--- config.mk ---
export PLATFORM = sky130hd
export DESIGN_NAME = if_fetch_ctrl_flat
export DESIGN_NICKNAME = d
export VERILOG_FILES = /design/src/rtl/if_pkg.sv /design/src/rtl/if_fetch_ctrl_if.sv /design/src/rtl/if_addr_check.sv /design/src/rtl/if_fetch_ctrl.sv /design/src/flat_wrapper.sv
export SDC_FILE = /design/constraint.sdc
export NUM_CORES = 1
export LEC_CHECK = 0
export CAP_MARGIN = 5
export CORE_ASPECT_RATIO = 1.75
export CORE_MARGIN = 4
export CORE_UTILIZATION = 49
export CTS_BUF_LIST = sky130_fd_sc_hd__clkbuf_4
export CTS_CLUSTER_DIAMETER = 200
export DETAILED_ROUTE_END_ITERATION = 12
export PLACE_DENSITY = 0.86
export SYNTH_ARGS = -nofsm -noshare
export SYNTH_HDL_FRONTEND = slang
export SYNTH_HIERARCHICAL = 1
export SYNTH_SLANG_ARGS = --single-unit
--- constraint.sdc ---
create_clock -name clk -period 2.8 [get_ports clk]
set_input_delay 0.42 -clock clk [delete_from_list [all_inputs] [get_ports clk]]
set_output_delay 0.42 -clock clk [all_outputs]
set_load 0.02 [all_outputs]
--- src/rtl/if_pkg.sv ---
// Shared types and defaults for the instruction-fetch front end.
// Latency: n/a (types and constants only).
// Backpressure: n/a.
package if_pkg;

    // A bubble in IF/ID carries this encoding.
    localparam logic [31:0] NOP_INSTR = 32'h0000_0000;

    // Defaults. IMEM_SIZE_DEF must match the instruction-memory size macro value.
    localparam logic [31:0] RESET_PC_DEF  = 32'h0000_0000;
    localparam int unsigned IMEM_SIZE_DEF = 128;

    typedef enum logic {
        RUN   = 1'b0,
        FAULT = 1'b1
    } fetch_state_t;

endpackage

--- src/rtl/if_fetch_ctrl_if.sv ---
// Bundle of instruction-memory, hazard-control and IF/ID signals around the fetch controller.
// Latency: n/a (wiring only).
// Backpressure: Stall from the hazard unit holds the fetch stage.
interface if_fetch_ctrl_if;

    // Instruction-memory side
    logic [31:0] InstrAddr;
    logic [31:0] Instr;

    // Hazard / control side
    logic        Stall;
    logic        Flush;
    logic        Redirect;
    logic [31:0] RedirectAddr;

    // IF/ID pipeline register
    logic [31:0] IfIdInstr;
    logic [31:0] IfIdPC;
    logic [31:0] IfIdPCPlus4;
    logic        IfIdValid;

    // Status
    logic        Fault;
    logic [31:0] FaultAddr;
    logic [31:0] FetchCount;

    // The fetch controller
    modport master (
        output InstrAddr,
        input  Instr,
        input  Stall,
        input  Flush,
        input  Redirect,
        input  RedirectAddr,
        output IfIdInstr,
        output IfIdPC,
        output IfIdPCPlus4,
        output IfIdValid,
        output Fault,
        output FaultAddr,
        output FetchCount
    );

    // Memory, hazard unit and decode stage around it
    modport slave (
        input  InstrAddr,
        output Instr,
        output Stall,
        output Flush,
        output Redirect,
        output RedirectAddr,
        input  IfIdInstr,
        input  IfIdPC,
        input  IfIdPCPlus4,
        input  IfIdValid,
        input  Fault,
        input  FaultAddr,
        input  FetchCount
    );

endinterface

--- src/rtl/if_addr_check.sv ---
// Fetch-address legality: word aligned and within the instruction memory.
// Latency: combinational.
// Backpressure: none.
module if_addr_check #(
    parameter int unsigned IMEM_SIZE = 128
) (
    input  logic [31:0] pc,
    output logic        legal
);

    // Highest word-aligned address that still fits a full 4-byte read.
    localparam logic [31:0] MAX_PC = 32'(IMEM_SIZE - 4);

    // Full-width unsigned compare, so high addresses can never alias into range.
    assign legal = (pc[1:0] == 2'b00) && (pc <= MAX_PC);

endmodule

--- src/rtl/if_fetch_ctrl.sv ---
// Fetch-stage controller: owns the PC, drives imem address, fills IF/ID, traps illegal fetches.
// Latency: word at PC lands in IF/ID one edge later (imem is combinational, no wait states).
// Backpressure: Stall holds PC and IF/ID; Redirect overrides Stall/Flush; FAULT halts until reset.
module if_fetch_ctrl
    import if_pkg::*;
#(
    parameter logic [31:0] RESET_PC  = RESET_PC_DEF,
    parameter int unsigned IMEM_SIZE = IMEM_SIZE_DEF
) (
    input  logic           clk,
    input  logic           rst_n,
    if_fetch_ctrl_if.master bus
);

    fetch_state_t state_q, state_d;
    logic [31:0]  pc_q, pc_d;
    logic [31:0]  ifid_instr_q, ifid_instr_d;
    logic [31:0]  ifid_pc_q, ifid_pc_d;
    logic [31:0]  ifid_pc4_q, ifid_pc4_d;
    logic         ifid_vld_q, ifid_vld_d;
    logic         fault_q, fault_d;
    logic [31:0]  fault_addr_q, fault_addr_d;
    logic [31:0]  fetch_cnt_q, fetch_cnt_d;

    logic         pc_legal;
    logic [31:0]  pc_plus4;

    assign pc_plus4 = pc_q + 32'd4;

    if_addr_check #(
        .IMEM_SIZE (IMEM_SIZE)
    ) u_addr_check (
        .pc    (pc_q),
        .legal (pc_legal)
    );

    // State and IF/ID registers; reset throws away anything in flight.
    always_ff @(posedge clk or negedge rst_n) begin
        if (!rst_n) begin
            state_q      <= RUN;
            pc_q         <= RESET_PC;
            ifid_instr_q <= NOP_INSTR;
            ifid_pc_q    <= 32'h0;
            ifid_pc4_q   <= 32'h0;
            ifid_vld_q   <= 1'b0;
            fault_q      <= 1'b0;
            fault_addr_q <= 32'h0;
            fetch_cnt_q  <= 32'h0;
        end else begin
            state_q      <= state_d;
            pc_q         <= pc_d;
            ifid_instr_q <= ifid_instr_d;
            ifid_pc_q    <= ifid_pc_d;
            ifid_pc4_q   <= ifid_pc4_d;
            ifid_vld_q   <= ifid_vld_d;
            fault_q      <= fault_d;
            fault_addr_q <= fault_addr_d;
            fetch_cnt_q  <= fetch_cnt_d;
        end
    end

    // Next-state: redirect > stall+flush > stall > flush > fetch > fault trap.
    always_comb begin
        state_d      = state_q;
        pc_d         = pc_q;
        ifid_instr_d = ifid_instr_q;
        ifid_pc_d    = ifid_pc_q;
        ifid_pc4_d   = ifid_pc4_q;
        ifid_vld_d   = ifid_vld_q;
        fault_d      = fault_q;
        fault_addr_d = fault_addr_q;
        fetch_cnt_d  = fetch_cnt_q;

        unique case (state_q)
            RUN: begin
                if (bus.Redirect) begin
                    // Current fetch is wrong-path, so an illegal PC here is not a fault.
                    pc_d         = bus.RedirectAddr;
                    ifid_vld_d   = 1'b0;
                    ifid_instr_d = NOP_INSTR;
                end else if (bus.Stall && bus.Flush) begin
                    ifid_vld_d   = 1'b0;
                    ifid_instr_d = NOP_INSTR;
                end else if (bus.Stall) begin
                    // Hold everything.
                end else if (bus.Flush) begin
                    pc_d         = pc_plus4;
                    ifid_vld_d   = 1'b0;
                    ifid_instr_d = NOP_INSTR;
                end else if (pc_legal) begin
                    pc_d         = pc_plus4;
                    ifid_instr_d = bus.Instr;
                    ifid_pc_d    = pc_q;
                    ifid_pc4_d   = pc_plus4;
                    ifid_vld_d   = 1'b1;
                    fetch_cnt_d  = fetch_cnt_q + 32'd1;
                end else begin
                    state_d      = FAULT;
                    fault_d      = 1'b1;
                    fault_addr_d = pc_q;
                    ifid_vld_d   = 1'b0;
                    ifid_instr_d = NOP_INSTR;
                end
            end
            FAULT: begin
                // Front end is dead until reset; keep IF/ID a bubble.
                ifid_vld_d   = 1'b0;
                ifid_instr_d = NOP_INSTR;
            end
            default: begin
                state_d = RUN;
            end
        endcase
    end

    assign bus.InstrAddr   = pc_q;
    assign bus.IfIdInstr   = ifid_instr_q;
    assign bus.IfIdPC      = ifid_pc_q;
    assign bus.IfIdPCPlus4 = ifid_pc4_q;
    assign bus.IfIdValid   = ifid_vld_q;
    assign bus.Fault       = fault_q;
    assign bus.FaultAddr   = fault_addr_q;
    assign bus.FetchCount  = fetch_cnt_q;

endmodule

--- src/flat_wrapper.sv ---
// flat-port wrapper written by rule: the top's interface ports become plain ports
module if_fetch_ctrl_flat import if_pkg::*;
#(
    parameter logic [31:0] RESET_PC  = RESET_PC_DEF,
    parameter int unsigned IMEM_SIZE = IMEM_SIZE_DEF
)
  (clk, rst_n, bus_InstrAddr, bus_Instr, bus_Stall, bus_Flush, bus_Redirect, bus_RedirectAddr, bus_IfIdInstr, bus_IfIdPC, bus_IfIdPCPlus4, bus_IfIdValid, bus_Fault, bus_FaultAddr, bus_FetchCount);
  if_fetch_ctrl_if bus_i ();
  input  logic clk;
  input  logic rst_n;
  output wire logic [$bits(bus_i.InstrAddr)-1:0] bus_InstrAddr;
  input wire logic [$bits(bus_i.Instr)-1:0] bus_Instr;
  input wire logic [$bits(bus_i.Stall)-1:0] bus_Stall;
  input wire logic [$bits(bus_i.Flush)-1:0] bus_Flush;
  input wire logic [$bits(bus_i.Redirect)-1:0] bus_Redirect;
  input wire logic [$bits(bus_i.RedirectAddr)-1:0] bus_RedirectAddr;
  output wire logic [$bits(bus_i.IfIdInstr)-1:0] bus_IfIdInstr;
  output wire logic [$bits(bus_i.IfIdPC)-1:0] bus_IfIdPC;
  output wire logic [$bits(bus_i.IfIdPCPlus4)-1:0] bus_IfIdPCPlus4;
  output wire logic [$bits(bus_i.IfIdValid)-1:0] bus_IfIdValid;
  output wire logic [$bits(bus_i.Fault)-1:0] bus_Fault;
  output wire logic [$bits(bus_i.FaultAddr)-1:0] bus_FaultAddr;
  output wire logic [$bits(bus_i.FetchCount)-1:0] bus_FetchCount;
  assign bus_InstrAddr = bus_i.InstrAddr;
  assign bus_i.Instr = bus_Instr;
  assign bus_i.Stall = bus_Stall;
  assign bus_i.Flush = bus_Flush;
  assign bus_i.Redirect = bus_Redirect;
  assign bus_i.RedirectAddr = bus_RedirectAddr;
  assign bus_IfIdInstr = bus_i.IfIdInstr;
  assign bus_IfIdPC = bus_i.IfIdPC;
  assign bus_IfIdPCPlus4 = bus_i.IfIdPCPlus4;
  assign bus_IfIdValid = bus_i.IfIdValid;
  assign bus_Fault = bus_i.Fault;
  assign bus_FaultAddr = bus_i.FaultAddr;
  assign bus_FetchCount = bus_i.FetchCount;
  if_fetch_ctrl #(.RESET_PC(RESET_PC), .IMEM_SIZE(IMEM_SIZE)) u_core (.clk(clk), .rst_n(rst_n), .bus(bus_i));
endmodule
# [After elaboration in Yosys (flattened, before gate mapping)]
# Cells that the tools add are included.
[totals] ff_bits=195 in_bits=69 output_inout_bits=194
[op_classes] addsub=2 order_cmp=1 n_eq_ne=3 mux=23 bitwise_logic=6 reduce_logical=7
[ops] op="32-bit two-way mux" n=10
[ops] op="32-bit one-hot mux with 2 select lines" n=1
[ops] op="32-bit by 1-bit adder with 32-bit output, second input constant" n=1
[ops] op="32-bit by 3-bit adder with 32-bit output, second input constant" n=1
[ops] op="32-bit by 7-bit <= comparator with 1-bit output, second input constant" n=1
[ops] op="6-bit AND reduction" n=2
[ops] op="1-bit two-way mux" n=11
[ops] op="1-bit inverter" n=6
[ops] op="4-bit by 3-bit inequality test with 1-bit output, second input constant" n=1
[ops] op="4-bit AND reduction" n=1
[ops] op="3-bit nonzero test" n=1
[ops] op="1-bit logical AND" n=2
[ops] op="2-bit logical NOT" n=1
[ops] op="2-bit by 1-bit inequality test with 1-bit output, second input constant" n=1
[ops] op="2-bit inequality test, second input constant" n=1
[ops] op="1-bit one-hot mux with 2 select lines" n=1

# [Logic depth before layout (Yosys ltp)]
# Gate-level depths: netlist (run 1).
[logic_depth] word_depth=8 depth_mapped=10

# [Cells and area by module]
# Netlist (run 1), hierarchy kept.
[by_module_without_submodules] mod="if_fetch_ctrl" instances=1 cells_per_inst=856 area_each_um2=8763.4
[by_module_without_submodules] mod="if_addr_check" instances=1 cells_per_inst=10 area_each_um2=63.8

# [Worst setup path after synthesis (run 1)]
# OpenSTA, ideal clock, no wires.
[synth_timing] path_kind="flip-flop to flip-flop" from="register u_core.pc_q[28], in the netlist u_core/bus.InstrAddr[28]" to="register u_core.ifid_pc_q[16], in the netlist u_core/bus.IfIdPC[16]" setup_time_ns=0.065 t_arrival_ns=2.586 required_time_ns=2.735 setup_slack_ns=0.149 stages_incl_launch_ff=11 path_buffers=3 synth_period_minus_slack_ns=2.651 path_cell_list="dfrtp_1 nor4_1 nand4_1 nor2_1 or3b_1 clkbuf_1 nor3_1 clkbuf_1 buf_2 nand2_1 nand2_1"
[synth_via] elab_chain_cells=3
[synth_lines] item="start: declaration" line="if_fetch_ctrl.sv:16" source="logic [31:0] pc_q, pc_d;"
[synth_lines] item="start signal: assignment" line="if_fetch_ctrl.sv:51" source="pc_q <= pc_d;"
[synth_lines] item="32-bit by 7-bit <= comparator with 1-bit output" line="if_addr_check.sv:15" source="assign legal = (pc[1:0] == 2'b00) && (pc <= MAX_PC);"
[synth_lines] item="1-bit logical AND" line="if_addr_check.sv:15"
[synth_lines] item="net u_core.pc_legal" line="if_fetch_ctrl.sv:25" source="logic pc_legal;"
[synth_lines] item="6-bit AND reduction (no source line)"
[synth_lines] item="end signal: assignment" line="if_fetch_ctrl.sv:53" source="ifid_pc_q <= ifid_pc_d;"
[synth_lines] item="end: declaration" line="if_fetch_ctrl.sv:18" source="logic [31:0] ifid_pc_q, ifid_pc_d;"
# The timed path passes the listed nets, and every way through them passes these cells.
# A chain may end at the register's enable or synchronous reset.

# [Final worst setup path (run 1)]
[layout_timing] from="register u_core.pc_q[28], in the netlist u_core/bus.InstrAddr[28]" to="register u_core.ifid_pc4_q[10], in the netlist u_core/bus.IfIdPCPlus4[10]"
[layout_via] elab_chain_cells=3
[layout_lines] item="32-bit by 7-bit <= comparator with 1-bit output" line="if_addr_check.sv:15"
[layout_lines] item="1-bit logical AND" line="if_addr_check.sv:15"
[layout_lines] item="net u_core.pc_legal" line="if_fetch_ctrl.sv:25"
[layout_lines] item="6-bit AND reduction (no source line)"
[layout_lines] item="end signal: assignment" line="if_fetch_ctrl.sv:54" source="ifid_pc4_q <= ifid_pc4_d;"
[layout_lines] item="end: declaration" line="if_fetch_ctrl.sv:19" source="logic [31:0] ifid_pc4_q, ifid_pc4_d;"
# The timed path passes the listed nets, and every way through them passes these cells.

==> results.md, run 1 <==
- Outcome: complete, no violations
- Kind of capture point of the worst setup path: register
- Clock tree sinks: 193
- Fraction of the mapped netlist area in simple logic gates: 0.199
- Reg2Reg Launch Point: u_core/bus.InstrAddr[28]$_DFFE_PN0P_
- Antenna Violating Nets Remaining: 0
- Total overflow reported by the global router: 0
- Comb power frac: 0.273
- Clock transition at path regs: 150 ps
- Start point of the critical path: u_core/bus.InstrAddr[28]$_DFFE_PN0P_
- Deepest clock path buffer count: 2
- Register-to-Register Setup Slack: 200 ps
- Die Outline Area: 20300 µm²
- Hold crit path type: in -> reg
- Final hold violation count: 0
- Library cells used by synthesis: 57
- Number of cells after detailed placement: 1335
- Wirelength per Cell: 20.0 µm
- Number of enable flip-flop cells after synthesis: 0
- Endpoint, Worst Hold: u_core/bus.InstrAddr[2]$_DFFE_PN0P_
- Count of non-filler cells in the finished layout: 1367
- Sw Ratio: 0.311
- Number of global-route vias before repair: 7915
- Unrepaired setup endpoints after global routing: false
- Die Y: 186 µm
- Max-cap check violation count: 0
- Internal power consumption: 4.79 mW
- Net switching power figure: 2.17 mW
- Prevailing post-synth register cell: sky130_fd_sc_hd__dfrtp_1
- Worst path arrival time: 3070 ps
- Die Wd: 109 µm
- Proportion of synthesized flip-flops having asynchronous set or reset: 1.00
- Number of vias in the routed layout: 7927
- Complex-gate fraction of the synthesized area: 0.125
- Initial antenna violation count: 1
- Synthesized Nets: 937
- TritonCTS clock tree: yes
- Largest fanout on the critical path: 70
- Startpoint of the worst hold path: bus_Redirect
- Worst-Margin Slew: 882 ps
- Cell area power density: 566 nW/µm²
- Total power: 6.95 mW
- Buffers on Ports: 262
- Vias/cell: 5.80
- Most frequent standard cell in the layout excluding fill and tap cells: sky130_fd_sc_hd__clkdlybuf4s50_1
- Worst IR Drop VDD: 0.490 mV
- DRC violation count after routing: 0
- Post-CTS setup buffer count: 0
- Synth Register Bits: 193
- Worst Setup Slack post-DPL: 135 ps
- Core area: 17600 µm²
- H-tree lvl count: 4
- LEAKAGE: 5.26 nW
- Placed cell area: 11900 µm²
- Setup_tns: 0 ps
- Highest-count cells in the layout ignoring fill and taps: sky130_fd_sc_hd__clkdlybuf4s50_1 (260), sky130_fd_sc_hd__dfrtp_1 (193), sky130_fd_sc_hd__nand2_1 (143)
- Avg Cell Area, Syn: 10.2 µm²
- Top achievable clock speed: 0.385 GHz
- Combinational family with the most area after synthesis: simple AND/OR/NAND/NOR gates
- Warnings from Yosys: 6
- Syn Inst Count: 866
- Starting density of the core: 0.501
- Clock latency on the worst-skew pair: 600 ps
- Critical path required time: 3270 ps
- Final clock period utilization by the worst path: 0.928
- Mux contribution to synthesized area: 0.0407
- Post-synthesis sequential area ratio: 0.547
- HPWL after detailed placement: 19800 µm
- Routed Wire Length: 27400 µm
- End of the worst register-to-register path: u_core/bus.IfIdPCPlus4[10]$_DFFE_PN0P_
- Share of synthesized cell area in full adder, half adder and majority cells: 0.00283
- I/O pins: 263
- Portion of total power attributed to the clock network: 0.264
- Crit path max-delay cell type: sky130_fd_sc_hd__or3_2
- Final-stage net count: 1195
- Post-synthesis xor/xnor area fraction: 0.0456
- Worst Setup Start Kind: register
- Cell-by-cell listing of the critical path: nor4_2, nand4_1, nor2_1, or3b_1, or3_2, buf_12, nand2_1, o21ai_0
- Overall track demand over capacity in global routing: 0.269
- Fraction of final layout cells with drive strength greater than 1: 0.115
- Max-slew violations: 0
- Cell area after technology mapping: 8830 µm²
- Iter 0 DRT Violations: 674
- Largest net degree at the start of global routing: 79
- Startpoint-to-endpoint class of the critical path: reg -> reg
- First-pass GRT wire length: 42200 µm
- Global placer's final weighted congestion: 0.873
- Remaining max-slew budget at the tightest pin: 0.406
- Min Tclk post-route: 2600 ps
- Number of placement rows: 64
- CTS Root Cell: sky130_fd_sc_hd__clkbuf_4
- Clock tree skew after final layout: 21.9 ps
- Setup violation total in the final timing report: 0
- Final WS setup: 203 ps
- Largest stage delay, worst path: 510 ps
- Num CTS Buffers: 17
- Depth of the worst register-to-register path: 8
- Final Cell Area: 12300 µm²
- WHS Path Cells: 3
- Flop pwr share: 0.463
- Initial DRT Pass Iterations: 5
- Post-synthesis to final-layout area growth: 39.2%
==> logic make-up after synthesis <==
family,after synthesis
xor+xnor,46
simple gates,347
flops,193
fa+ha+maj,2
mux,32
buf+inv,83
compound gates,163
==> synthesized netlist by cell type, drive strengths merged, types with 5 or more instances <==
cell,count,area [µm²]
buf,16,96.3
dfrtp,193,4830
xor2,8,70.1
nor4,21,138
nand3,36,180
nor3,14,70.1
nand4,28,190
a21oi,22,110
nand4b,5,43.8
o2bb2ai,6,52.6
a22o,33,289
clkbuf,59,223
or3,11,68.8
o211ai,9,67.6
and3,20,125
nand2,143,537
inv,7,26.3
xnor2,38,333
o21ai,42,210
nor2,32,120
or4,13,101
o31ai,15,113
nor2b,6,37.5
mux2,31,349
a31oi,15,93.8
==> timing repair <==
| action | CTS | global route |
|---|---|---|
| gates resized for setup | 0 | 3 |
| setup endpoints to repair | 0 | 26 |
| hold buffers | 1 | 0 |
| hold endpoints to repair | 75 | 0 |
==> metal layers <==
metal,vias to the layer above,global-route usage,share of wire
met5,-,0,0
met4,0,0.143,0.052
met3,83,0.0760,0.082
met2,380,0.463,0.51
met1,3839,0.298,0.36
li1,3625,-,-
==> stage by stage <==
stage          utilization  hold WS [ps]
6_report             0.697           248
3_5_place_dp         0.675           465
3_3_place_gp         0.675           450
2_1_floorplan            -           124
5_1_grt              0.697           222
4_1_cts              0.696           200
==> power by group through the flow <==
| stage | clock network (mW) | registers, mW | logic, mW |
|---|---|---|---|
| detailed placement | 0 | 3.27 | 1.89 |
| global route | 1.99 | 3.26 | 2.02 |
| global placement | 0 | 3.26 | 1.86 |
| CTS | 1.89 | 3.22 | 1.90 |
| floorplan | 0 | 3.55 | 0.634 |
| finish | 1.83 | 3.22 | 1.90 |
==> cell type report <==
class / count / area (µm²)
inverter: 8 / 30.0
tap: 231 / 289
clock buffer: 17 / 128
fill: 1289 / 5330
timing repair buffer: 314 / 3080
multi-input combinational: 590 / 3700
clock inverter: 13 / 233
antenna: 1 / 2.50
sequential: 193 / 4830
==> critical path: cells and delay by family, from the launching register on <==
family,cells,cell delay [ps]
and+or+nand+nor,6,1690
AOI/OAI and AO/OA,1,80
buffers and inverters,1,230
DFF,1,430
==> flip-flops by register name (all words and copies together) (netlist names) <==
signal	cells
u_core/bus.Fault	1
u_core/bus.FaultAddr	32
u_core/bus.FetchCount	32
u_core/bus.IfIdInstr	32
u_core/bus.IfIdPC	32
u_core/bus.IfIdPCPlus4	30
u_core/bus.IfIdValid	1
u_core/bus.InstrAddr	32
u_core/state_q	1
==> worst max-delay path by stage <==
stage	to	slack, ps	cells after the start
floorplan	u_core/bus.IfIdPC[16]$_DFFE_PN0P_	150	10
global placement	u_core/bus.FetchCount[13]$_DFFE_PN0P_	190	9
detailed placement	u_core/bus.IfIdPCPlus4[15]$_DFFE_PN0P_	140	8
CTS	u_core/bus.IfIdPCPlus4[10]$_DFFE_PN0P_	140	8
global route	u_core/bus.FetchCount[29]$_DFFE_PN0P_	10	9
finish	u_core/bus.IfIdPCPlus4[10]$_DFFE_PN0P_	200	8
(Power assumes the default switching activity.)
==> run 2: changes to the inputs <==
Settings changed: CORE_UTILIZATION 49 to 50, PLACE_DENSITY 0.86 to 0.87.
Clock period 2.8 ns to 3.25 ns, I/O delays scaled along.
==> run 2 against run 1 <==
Critical path depth unchanged. Register-to-register slack better by 80 ps. Power down 16%. Critical path type unchanged. Global-route usage grew 0.65 points.
==> results.md, run 2 (synthesis gave the netlist of run 1 again) <==
- Outcome: complete, no violations
- Min Tclk post-route: 2970 ps (+368 ps)
- CTS Root Cell: sky130_fd_sc_hd__clkbuf_4
- First-pass GRT wire length: 42600 µm (+0.88%)
- Internal power consumption: 4.03 mW (-16%)
- Initial DRT Pass Iterations: 6 (+1)
- Number of placement rows: 64 (unchanged)
- Quantity of hold-fixing buffers added after cts: 1 (unchanged)
- Initial antenna violation count: 1 (unchanged)
- Wirelength per Cell: 20.2 µm (+0.76%)
- Worst Setup Start Kind: register
- Remaining max-slew budget at the tightest pin: 0.370 (-0.0368)
- Largest fanout on the critical path: 39 (-44%)
- Net switching power figure: 1.82 mW (-16%)
- Final WS setup: 284 ps (+81.6 ps)
- I/O pins: 263 (unchanged)
- Final clock period utilization by the worst path: 0.913 (-0.0151)
- Antenna Violating Nets Remaining: 0 (unchanged)
- Die Y: 184 µm (-0.96%)
- Global placer's final weighted congestion: 0.907 (+3.9%)
- Routed Wire Length: 27500 µm (+0.25%)
- Flop pwr share: 0.479 (+0.016)
- Buffers on Ports: 262 (unchanged)
- Sw Ratio: 0.311 (-0.000445)
- Iter 0 DRT Violations: 737 (+9.3%)
- Final Cell Area: 12200 µm² (-1.1%)
- Starting density of the core: 0.506 (+0.00460)
- Core area: 17500 µm² (-0.91%)
- Highest-count cells in the layout ignoring fill and taps: sky130_fd_sc_hd__clkdlybuf4s50_1 (260), sky130_fd_sc_hd__dfrtp_1 (193), sky130_fd_sc_hd__nand2_1 (143)
- Sequential Area: 4830 µm² (unchanged)
- Critical path required time: 3730 ps (+460 ps)
- Portion of total power attributed to the clock network: 0.255 (-0.009)
- Die Wd: 108 µm (-0.93%)
- Post-CTS setup buffer count: 0 (unchanged)
- Placed cell area: 11800 µm² (-0.78%)
- Max-cap check violation count: 0 (unchanged)
- Worst IR Drop VDD: 0.286 mV (-42%)
- TritonCTS clock tree: yes
- Area of combinational cells with multiple inputs: 3680 µm² (-0.51%)
- Total power: 5.85 mW (-16%)
- Number of vias in the routed layout: 7794 (-1.7%)
- Clock transition at path regs: 150 ps (about the same)
- Clock tree sinks: 193 (unchanged)
- Startpoint-to-endpoint class of the critical path: reg -> reg
- Die Outline Area: 19900 µm² (-1.9%)
- Hold slack final: 324 ps (+76.1 ps)
- Number of global-route vias before repair: 7778 (-1.7%)
- Comb power frac: 0.267 (-0.006)
- Worst Setup Slack post-DPL: 341 ps (+206 ps)
- Setup violation total in the final timing report: 0 (unchanged)
- Deepest clock path buffer count: 2 (unchanged)
- Largest net degree at the start of global routing: 82 (+3.8%)
- Kind of capture point of the worst setup path: register
- Total overflow reported by the global router: 0 (unchanged)
- Clock latency on the worst-skew pair: 590 ps (about the same)
- Share of the core filled with cells: 0.696 (-0.00120)
- Final-stage net count: 1186 (-0.75%)
- Max-slew violations: 0 (unchanged)
- Final hold violation count: 0 (unchanged)
- DRC violation count after routing: 0 (unchanged)
- H-tree lvl count: 4 (unchanged)
- Number of filler instances in the final layout: 1312 (+1.8%)
- Worst-Margin Slew: 937 ps (+54.7 ps)
- Hold crit path type: in -> reg
- Vias/cell: 5.73 (-1.2%)
- Post_cts resized: 0 (unchanged)
- HPWL after detailed placement: 20000 µm (+0.99%)
- Post-synthesis to final-layout area growth: 37.7%
- Count of non-filler cells in the finished layout: 1360 (-0.51%)
- Setup_tns: 0 ps (unchanged)
- LEAKAGE: 5.18 nW (-1.5%)
- Overall track demand over capacity in global routing: 0.276 (+0.00646)
- Num CTS Buffers: 17 (unchanged)
- Cell area power density: 482 nW/µm² (-15%)
- Clock tree skew after final layout: 26.3 ps (+4.45 ps)
- Number of cells after detailed placement: 1326 (-0.67%)
- Most frequent standard cell in the layout excluding fill and tap cells: sky130_fd_sc_hd__clkdlybuf4s50_1
- Unrepaired setup endpoints after global routing: false
- Worst path arrival time: 3440 ps (+370 ps)
- Fraction of final layout cells with drive strength greater than 1: 0.103 (-0.0117)
- Top achievable clock speed: 0.337 GHz (-12%)
run 2: final timing paths:
kind,startpoint,to,slack (ps),cells past startpoint
hold reg to reg,u_core/bus.Fault$_DFFE_PN0P_,u_core/bus.Fault$_DFFE_PN0P_,480,1
setup / recovery,u_core/bus.InstrAddr[11]$_DFFE_PN0P_,u_core/bus.IfIdPC[25]$_DFFE_PN0P_,280,8
min in group asynchronous,rst_n,u_core/bus.IfIdPC[3]$_DFFE_PN0P_,500,2
max in group asynchronous,rst_n,u_core/bus.IfIdInstr[7]$_DFFE_PN0P_,1840,3
setup reg to reg,u_core/bus.InstrAddr[11]$_DFFE_PN0P_,u_core/bus.IfIdPC[25]$_DFFE_PN0P_,280,8
hold / removal,bus_Redirect,u_core/bus.IfIdValid$_DFFE_PN0P_,320,3
run 2: area by class of cell:
type / count / area share
inverter: 8 / 0.00247
antenna: 1 / 0.000206
tap: 231 / 0.0238
timing repair buffer: 305 / 0.246
clock inverter: 12 / 0.0155
multi-input combinational: 590 / 0.303
sequential: 193 / 0.397
clock buffer: 20 / 0.0124
run 2: power by group through the flow:
stage	Sequential (mW)	Clock, mW	Combinational (mW)
finish	2.80	1.49	1.56
global placement	2.84	0	1.53
detailed placement	2.85	0	1.55
global route	2.84	1.64	1.65
CTS	2.80	1.53	1.56
floorplan	3.05	0	0.546
run 2: worst max-delay path, cell delays in order (launching register included):
cell	delay (ps)
sky130_fd_sc_hd__dfrtp_1	520
sky130_fd_sc_hd__nor4_1	340
sky130_fd_sc_hd__nand4_1	200
sky130_fd_sc_hd__nor2_1	230
sky130_fd_sc_hd__or3b_1	490
sky130_fd_sc_hd__or3_2	550
sky130_fd_sc_hd__buf_4	290
sky130_fd_sc_hd__nand2_1	150
sky130_fd_sc_hd__nand2_1	70
run 2: routing by layer:
metal  vias up  global-route usage  wire length [µm]
met3        72              0.0678              2150
met5         -                   0                 0
li1       3591                   -                 -
met4         0               0.136              1230
met1      3748               0.308              9770
met2       383               0.483             14300
==> run 3: changes to the inputs <==
Settings changed: CAP_MARGIN 5 to 20, DONT_BUFFER_PORTS set to 1, PLACE_DENSITY 0.87 to 0.68.
==> run 3 against run 2 <==
The run now ends with negative hold slack left. Sequential share of layout area rose by 9.9 points. Via count fell by 10%. Clock power fell by 13%. Register-to-register slack got worse by 30 ps. Final cell count fell by 17%. Critical path type unchanged. Critical endpoint is now u_core/bus.IfIdPCPlus4[8]$_DFFE_PN0P_. Largest cell class unchanged. Highest routed layer is now met5.
==> results.md, run 3 (synthesis gave the netlist of run 1 again) <==
- Outcome: complete, but fails checks
- Failing checks: negative hold slack
- Max-cap check violation count: 0 (unchanged)
- HPWL after detailed placement: 17900 µm (-11%)
- Unrepaired setup endpoints after global routing: false
- Sequential Area: 4830 µm² (unchanged)
- Buffers on Ports: 0 (-100%)
- Post-CTS setup buffer count: 0 (unchanged)
- LEAKAGE: 4.30 nW (-17%)
- Largest fanout on the critical path: 34 (-13%)
- Kind of capture point of the worst setup path: register
- Fraction of final layout cells with drive strength greater than 1: 0.131 (+0.0282)
- Final Cell Area: 9740 µm² (-20%)
- Initial antenna violation count: 3 (+2)
- Total overflow reported by the global router: 0 (unchanged)
- Post-synthesis to final-layout area growth: 10.3%
- Max-slew violations: 0 (unchanged)
- CTS Root Cell: sky130_fd_sc_hd__clkbuf_4
- Iter 0 DRT Violations: 599 (-19%)
- Number of cells after detailed placement: 1066 (-20%)
- Final-stage net count: 951 (-20%)
- Final clock period utilization by the worst path: 0.921 (+0.00889)
- Largest net degree at the start of global routing: 194 (+140%)
- Wirelength per Cell: 22.9 µm (+13%)
- Antenna Violating Nets Remaining: 0 (unchanged)
- Worst-Margin Slew: 985 ps (+48.2 ps)
- Final WS setup: 255 ps (-28.9 ps)
- Core area: 17500 µm² (unchanged)
- Buffers plus inverters on the worst setup path: 1 (unchanged)
- I/O pins: 263 (unchanged)
- Starting density of the core: 0.506 (unchanged)
- Largest stage delay, worst path: 560 ps (about the same)
- Num CTS Buffers: 17 (unchanged)
- Worst IR Drop VDD: 0.301 mV (+5.3%)
- H-tree lvl count: 4 (unchanged)
- First-pass GRT wire length: 39000 µm (-8.3%)
- Crit path max-delay cell type: sky130_fd_sc_hd__or3_2
- Clock tree skew after final layout: 38.7 ps (+12.4 ps)
- Die Wd: 108 µm (unchanged)
- Number of filler instances in the final layout: 1555 (+19%)
- Hold crit path type: in -> async
- Hold slack final: -427 ps (-751 ps)
- Final hold violation count: 193 (+193)
- Remaining max-slew budget at the tightest pin: 0.337 (-0.0324)
- Clock tree sinks: 193 (unchanged)
- Number of vias in the routed layout: 7011 (-10%)
- Cell-by-cell listing of the critical path: nor4_1, nand3_1, nor2_1, or3b_1, or3_2, buf_4, nand2_1, o21ai_0
- Deepest clock path buffer count: 2 (unchanged)
- Die Y: 184 µm (unchanged)
- TritonCTS clock tree: yes
- Number of global-route vias before repair: 6976 (-10%)
- Placed cell area: 9190 µm² (-22%)
- Setup_tns: 0 ps (unchanged)
- Cell area power density: 530 nW/µm² (+9.9%)
- DRC violation count after routing: 0 (unchanged)
- Global placer's final weighted congestion: 0.882 (-2.8%)
- Clock transition at path regs: 140 ps (about the same)
- Setup violation total in the final timing report: 0 (unchanged)
- Area of combinational cells with multiple inputs: 3670 µm² (-0.17%)
- Worst path arrival time: 3460 ps (+20 ps)
- Die Outline Area: 19900 µm² (unchanged)
- Routed Wire Length: 25800 µm (-6.1%)
- Top achievable clock speed: 0.334 GHz (-0.96%)
- Vias/cell: 6.23 (+8.6%)
- Worst Setup Slack post-DPL: 285 ps (-56.2 ps)
- Top cell family by delay on the critical path: simple AND/OR/NAND/NOR gates
- Min Tclk post-route: 2990 ps (+28.9 ps)
- Highest-count cells in the layout ignoring fill and taps: sky130_fd_sc_hd__dfrtp_1 (193), sky130_fd_sc_hd__nand2_1 (143), sky130_fd_sc_hd__o21ai_0 (42)
- Clock latency on the worst-skew pair: 600 ps (about the same)
- Most frequent standard cell in the layout excluding fill and tap cells: sky130_fd_sc_hd__dfrtp_1
- Worst Setup Start Kind: register
- Overall track demand over capacity in global routing: 0.256 (-0.0197)
- Critical path required time: 3720 ps (about the same)
- Number of placement rows: 64 (unchanged)
- Initial DRT Pass Iterations: 5 (-1)
- Startpoint-to-endpoint class of the critical path: reg -> reg
- Total power: 5.16 mW (-12%)
- Count of non-filler cells in the finished layout: 1126 (-17%)
- Share of the core filled with cells: 0.558 (-0.138)
==> run 3: where the power goes <==
part	switching (mW)	internal, mW	total [mW]
clock network	0.819	0.473	1.29
logic	0.511	0.339	0.851
registers	0.407	2.61	3.01
total	1.74	3.42	5.16
==> run 3: cell type report <==
class | instances | share of cell area
repair buffers | 70 | 0.0645
clock buffers | 19 | 0.0147
clock inverters | 13 | 0.0143
well taps | 231 | 0.0297
multi-input cells | 590 | 0.377
flip-flops and latches | 193 | 0.496
inverters | 8 | 0.00308
diodes | 2 | 0.000514
==> run 3: path summary, 6_finish.rpt <==
path                                                          start                                endpoint  slack [ps]  depth (start not counted)
min in group clk                                      bus_Instr[24]    u_core/bus.IfIdInstr[24]$_DFFE_PN0P_          60                          1
worst max-delay path            u_core/bus.InstrAddr[1]$_DFFE_PN0P_   u_core/bus.IfIdPCPlus4[8]$_DFFE_PN0P_         260                          8
worst max register to register  u_core/bus.InstrAddr[1]$_DFFE_PN0P_   u_core/bus.IfIdPCPlus4[8]$_DFFE_PN0P_         260                          8
worst min register to register    u_core/bus.IfIdPC[26]$_DFFE_PN0P_       u_core/bus.IfIdPC[26]$_DFFE_PN0P_         640                          2
max in group asynchronous                                     rst_n  u_core/bus.IfIdPCPlus4[14]$_DFFE_PN0P_        3450                          0
worst min-delay path                                          rst_n   u_core/bus.FetchCount[23]$_DFFE_PN0P_        -430                          0
==> run 3: layer usage <==
layer  up-vias  global-route usage  wire (µm)
li1       3128                   -          -
met1      3460               0.285       9070
met2       363               0.441      13400
met3        56              0.0868       2420
met4         4               0.111        859
met5         -                   0         19
==> run 3: timing repair <==
| action | CTS | global route |
|---|---|---|
| hold endpoints to repair | 211 | 201 |
| gates resized for setup | 0 | 0 |
| hold buffers | 18 | 8 |
